--- src/rtl/seq_detector_param.sv ---
// Serial detector for a run-time programmable LEN-bit pattern, with
// overlapping/non-overlapping modes, sample qualifier and saturating match counter.
module seq_detector_param #(
    parameter int             LEN     = 3,
    parameter logic [LEN-1:0] PAT_RST = 3'b100,
    parameter int             CNT_W   = 8,
    localparam int            FILL_W  = $clog2(LEN + 1)
) (
    input  logic              clk,
    input  logic              nreset,
    input  logic              en,
    input  logic              x1,
    input  logic              pat_load,
    input  logic [LEN-1:0]    pat_in,
    input  logic              overlap,
    input  logic              cnt_clr,
    output logic              z,
    output logic [FILL_W-1:0] fill,
    output logic [CNT_W-1:0]  match_cnt,
    output logic              cnt_sat
);

    logic [LEN-1:0]    pat_r;
    logic [LEN-1:0]    hist_r;
    logic [FILL_W-1:0] fill_r;
    logic [CNT_W-1:0]  cnt_r;
    logic              z_r;

    logic [LEN-1:0]    hist_n_s;
    logic [FILL_W-1:0] fill_n_s;
    logic              hit_s;
    logic              sat_s;

    // Next history/fill and match decision for an accepted sample
    always_comb begin
        hist_n_s = {hist_r[LEN-2:0], x1};
        if (fill_r == FILL_W'(LEN)) begin
            fill_n_s = fill_r;
        end else begin
            fill_n_s = fill_r + FILL_W'(1);
        end
        // Fill gating keeps the zeroed history from matching an all-zeros pattern
        hit_s = en && !pat_load && (fill_n_s == FILL_W'(LEN)) && (hist_n_s == pat_r);
        sat_s = (cnt_r == {CNT_W{1'b1}});
    end

    // Pattern, history, fill, match pulse and counter state
    always_ff @(posedge clk) begin
        if (!nreset) begin
            pat_r  <= PAT_RST;
            hist_r <= {LEN{1'b0}};
            fill_r <= {FILL_W{1'b0}};
            cnt_r  <= {CNT_W{1'b0}};
            z_r    <= 1'b0;
        end else begin
            if (pat_load) begin
                pat_r  <= pat_in;
                hist_r <= {LEN{1'b0}};
                fill_r <= {FILL_W{1'b0}};
                z_r    <= 1'b0;
            end else if (en) begin
                hist_r <= hist_n_s;
                z_r    <= hit_s;
                if (hit_s && !overlap) begin
                    fill_r <= {FILL_W{1'b0}};
                end else begin
                    fill_r <= fill_n_s;
                end
            end else begin
                z_r <= 1'b0;
            end

            if (cnt_clr) begin
                cnt_r <= {CNT_W{1'b0}};
            end else if (hit_s && !sat_s) begin
                cnt_r <= cnt_r + CNT_W'(1);
            end else begin
                cnt_r <= cnt_r;
            end
        end
    end

    assign z         = z_r;
    assign fill      = fill_r;
    assign match_cnt = cnt_r;
    assign cnt_sat   = sat_s;

endmodule

--- config.mk ---
export PLATFORM = sky130hd
export DESIGN_NAME = seq_detector_param
export DESIGN_NICKNAME = d
export VERILOG_FILES = /design/src/rtl/seq_detector_param.sv
export SDC_FILE = /design/constraint.sdc
export NUM_CORES = 1
export LEC_CHECK = 0
export BUFFER_PORTS_ARGS = -buffer_cell sky130_fd_sc_hd__buf_4
export CAP_MARGIN = 20
export CORE_MARGIN = 10
export CORE_UTILIZATION = 48
export DETAILED_ROUTE_END_ITERATION = 12
export PLACE_DENSITY = 0.74
export SYNTH_ARGS = -nofsm -noshare
export SYNTH_HDL_FRONTEND = slang
export SYNTH_SLANG_ARGS = --single-unit
export TNS_END_PERCENT = 50
--- constraint.sdc ---
create_clock -name clk -period 1.8 [get_ports clk]
set_clock_uncertainty 0.15 [all_clocks]
set_input_delay 0.27 -clock clk [delete_from_list [all_inputs] [get_ports clk]]
set_output_delay 0.27 -clock clk [all_outputs]
set_load 0.02 [all_outputs]
; Word level (Yosys, flattened, before mapping)
; Cells that the tools add are included.
[op_classes]
n_addsub = 2
n_mul = 0
n_div = 0
order_cmp = 0
n_eq_ne = 4
n_shift = 0
n_mux = 2
n_bitwise = 2
n_reduce_logical = 11
[op_table]
columns = cell, count
row1 = $add 8x1->8 const B, 1
row2 = $eq 8x8->1 const B, 1
row3 = $logic_and 1x1->1, 5
row4 = $eq 2x2->1 const B, 2
row5 = $mux 2, 2
row6 = $reduce_or 2->1, 2
row7 = $eq 3x3->1, 1
row8 = $logic_not 1->1, 3
row9 = $reduce_or 3->1, 1
row10 = $add 2x1->2 const B, 1
row11 = $not 1->1, 2
[word_totals]
reg_bits = 16
latch_bits = 0
mem_bits_rw = 0
mem_bits_ro = 0
output_inout_bits = 12
wordCells = 26
n_memories = 0

; Longest topological paths before layout
[depth]
ltp_word = 7
ltp_mapped = 5
ltp_nobuf = 5

; Least setup slack after synthesis
; OpenSTA, ideal clock, no wires.
[synth_path]
path_kind = register to register
startpoint = reg cnt_r[0] (netlist: match_cnt[0])
endpoint = reg cnt_r[2] (netlist: match_cnt[2])
setup_ns = 0.101
t_arrival_ns = 1.673
required_time_ns = 1.549
setup_slack_ns = -0.124
stages_incl_launch_ff = 6
path_buffers = 0
period_less_slack_ns = 1.924
cell_sequence = dfxtp_1 ha_1 nand3_1 nor2_1 o311ai_0 o41ai_1
[synth_via]
elab_chain_cells = 3
elab_cells_between_ends = 4
cone_classes = 1 x add/sub / 1 x eq/ne / 2 x reduce/logical
[synth_lines]
columns = element, line_no
row1 = start: declaration, 26  ; logic [CNT_W-1:0] cnt_r;
row2 = start signal: assignment, 53  ; cnt_r <= {CNT_W{1'b0}};
row3 = start signal: assignment, 74  ; cnt_r <= {CNT_W{1'b0}};
row4 = start signal: assignment, 76  ; cnt_r <= cnt_r + CNT_W'(1);
row5 = $eq 8x8->1, 44  ; sat_s = (cnt_r == {CNT_W{1'b1}});
row6 = via cnt_sat, 20  ; output logic cnt_sat
row7 = $logic_not 1->1, 75  ; end else if (hit_s && !sat_s) begin
row8 = $logic_and 1x1->1, 75
; The timed path passes the listed nets, and every way through them passes these cells.
; A chain may end at the register's enable or synchronous reset.

; Final worst setup path
[layout_path]
startpoint = reg cnt_r[0] (netlist: match_cnt[0])
endpoint = reg cnt_r[3] (netlist: match_cnt[3])
[layout_via]
elab_chain_cells = 3
elab_cells_between_ends = 4
cone_classes = 1 x add/sub / 1 x eq/ne / 2 x reduce/logical
[layout_lines]
columns = element
row1 = branches (longest 3 deep; another with $add 8x1->8)
; Several ways; the timed one is not identified.

==> impl_metrics.yaml <==
die:
  die_h_um: 59.19
  dieArea_um2: 3503
  row_count: 14
  core_area_um2: 1471
  ios: 22
  initial_core_util: 0.5009
  die_x_um: 59.19
yosys:
  ys_ff_latch: 16
  syn-cell-area_um2: 737.0
  seq_area_frac_synth: 0.4346
  synthFlopType: "dfxtp_1"
  yosys_warnings: 0
  synth-edff-count: 0
  syn-num-nets: 89
  synthCells: 78
  avgSynthCellArea_um2: 9.448
  ys_types: 28
  synth-async-reset-ratio: 0
clock_tree:
  clock-root-buffer: "clkbuf_4"
  cts.clk_slew.worst_paths_ns: 0.09
  cts_num_sinks: 16
  cts-buffers-inserted: 3
  htreeDepth: 1
  cts_tree: "built"
  clock_path_buffers: 2
  clk_latency_ns: 0.28
global_route:
  overflow: 0
  grtUsageTotal: 0.1096
  grt_start_max_net_pins: 16
  grt_pass1_wl_mm: 3.049
  antenna_found_initial: 0
  grt_pass1_vias: 727
worst_setup_path:
  worstPathArrival_ns: 1.83
  worstSetupEndpointType: "register"
  crit_fanout: 6
  path_class: "register to register"
  cp_data_required_time_ns: 1.87
  cp-start-kind: "register"
finish:
  nNetsFinal: 122
  final_cell_count_no_fill: 126
  n_antenna_cell: 0
  final_layout_size_suffix_gt1_frac: 0.3636
  area_delta_synth_final_pct: 40.92
  fin_util: 0.7058
route:
  ant_nets: 0
  routed_wl_mm: 1.817
  drt_iter0_markers: 11
  viasPerCell: 5.714
  vias: 720
  post-route-drc-count: 0
  wl_per_cell_um: 14.42
  drtPass1Iterations: 4
timing:
  setup_viol: 0
  hold_viol_final: 0
  tightest_slew_ns: 0.3196
  worst_slack_ns: 0.03801
  hold_ws_ns: 0.01947
  min_period_ns: 1.762
  fin_crit_sh: 0.9789
  slew_violations: 0
  max_freq_mhz: 567.5
  slew_headroom: 0.7842
power_and_ir_drop:
  power.density_nw_per_um2: 627.5
  vdd_drop_max_v: 0.0005104
  p_leak_nw: 0.4165
min_path:
  hold_path.class: "primary input to register"
place:
  place_ws_ns: 0.0003565
  dp.cells: 117
  place_congestion: 0.7212
  port_buffers: 21
  dp_hpwl_mm: 1.345
flow_run:
  drv_cap: 0
status:
  run_status: "completed"
-- worst paths after layout --
check	from	to	slack [ns]	depth (start not counted)
worst min-delay path	nreset	pat_r[2]$_SDFFE_PN1P_	0.02	2
worst min register to register	pat_r[2]$_SDFFE_PN1P_	pat_r[2]$_SDFFE_PN1P_	0.36	2
worst max register to register	match_cnt[0]$_SDFFE_PP0P_	match_cnt[3]$_SDFFE_PP0P_	0.04	6
worst max-delay path	match_cnt[0]$_SDFFE_PP0P_	match_cnt[3]$_SDFFE_PP0P_	0.04	6
-- sequential cells by signal (all words and copies together) (netlist names) --
signal	count
pat_r	3
match_cnt	8
fill	2
hist_r	2
z	1
-- critical path, cell delays in order (launching register included) --
cell and delay, ns:
dfxtp_2 0.35, ha_2 0.21, nand3_2 0.10, nor2_4 0.04, buf_4 0.14, or4_1 0.53
a21oi_2 0.16
-- power by group --
| part | internal (mW) | total [mW] | switching (mW) |
|---|---|---|---|
| logic | 0.0295 | 0.0550 | 0.0255 |
| clock network | 0.123 | 0.231 | 0.108 |
| registers | 0.360 | 0.366 | 0.00559 |
-- kinds of logic (layout without fill, tap and decap cells) --
family	after synthesis	in the layout	share of synthesized area
xor gates and xnor gates	3	3	0.04585
and+or+nand+nor	29	29	0.2292
DFF	16	16	0.4346
buffers and inverters	5	37	0.02715
AOI/OAI and AO/OA	18	18	0.1647
muxes	6	6	0.08150
adders and majority gates	1	1	0.01698
-- per-layer routing --
metal / vias to the layer above / GRT usage / share of wire
met5: - / 0 / 0
met4: 0 / 0.06230 / 0.019
met3: 5 / 0.03433 / 0.073
met2: 24 / 0.1857 / 0.52
met1: 334 / 0.1160 / 0.39
li1: 357 / - / -
-- timing repair --
action,CTS,global route
hold buffers,0,0
setup endpoints to repair,1,4
resized for setup,2,4
setup buffers,2,3
pin swaps,1,1
-- synth_stat cells, drive strengths merged (3+ instances only) --
| master | n | area, um^2 |
|---|---|---|
| dfxtp | 16 | 320.3 |
| nor2 | 8 | 30.03 |
| mux2i | 6 | 60.06 |
| a21oi | 5 | 25.02 |
| inv | 4 | 15.01 |
| nand2 | 4 | 15.01 |
| nand2b | 3 | 18.77 |
| nand4 | 3 | 33.78 |
| o21ai | 3 | 15.01 |
| xnor2 | 3 | 33.79 |
-- placed cells by master (no fill, tap or decap) --
master	n
nand3_2	1
dfxtp_2	1
nor3_1	2
buf_4	28
nor3b_1	1
o211ai_1	2
nand3_1	1
o221ai_1	1
and4_1	1
o311ai_0	1
o31ai_1	2
a21o_1	1
or4_1	1
mux2i_1	6
nand2_1	4
xnor2_1	2
buf_12	1
dfxtp_1	15
nor2_1	7
nor2_4	1
clkbuf_4	3
a21oi_1	4
inv_1	4
ha_2	1
a21oi_2	1
nand4_4	1
or3_1	2
clkbuf_8	1
and3b_1	1
xnor2_2	1
o311ai_1	1
nand2b_1	3
nor4_1	1
o21ai_0	3
o41ai_1	2
nand4_1	2
-- cell type report --
cell class,count,area (um^2)
clock buffer,4,36.28
fill,122,432.9
inverter,4,15.01
multi-input combinational,57,415.4
sequential,16,321.6
tap,16,20.02
timing repair buffer,29,230.2
-- metrics by stage --
step                power, mW    TNS, ns  area (um^2)
floorplan              0.4019          0        739.5
global placement       0.4284          0        934.6
detailed placement     0.4290          0        934.6
CTS                    0.6591          0        996.0
global route           0.6752  -0.006851         1039
finish                 0.6517          0         1039
No activity file was read; power rests on OpenSTA's default activity.
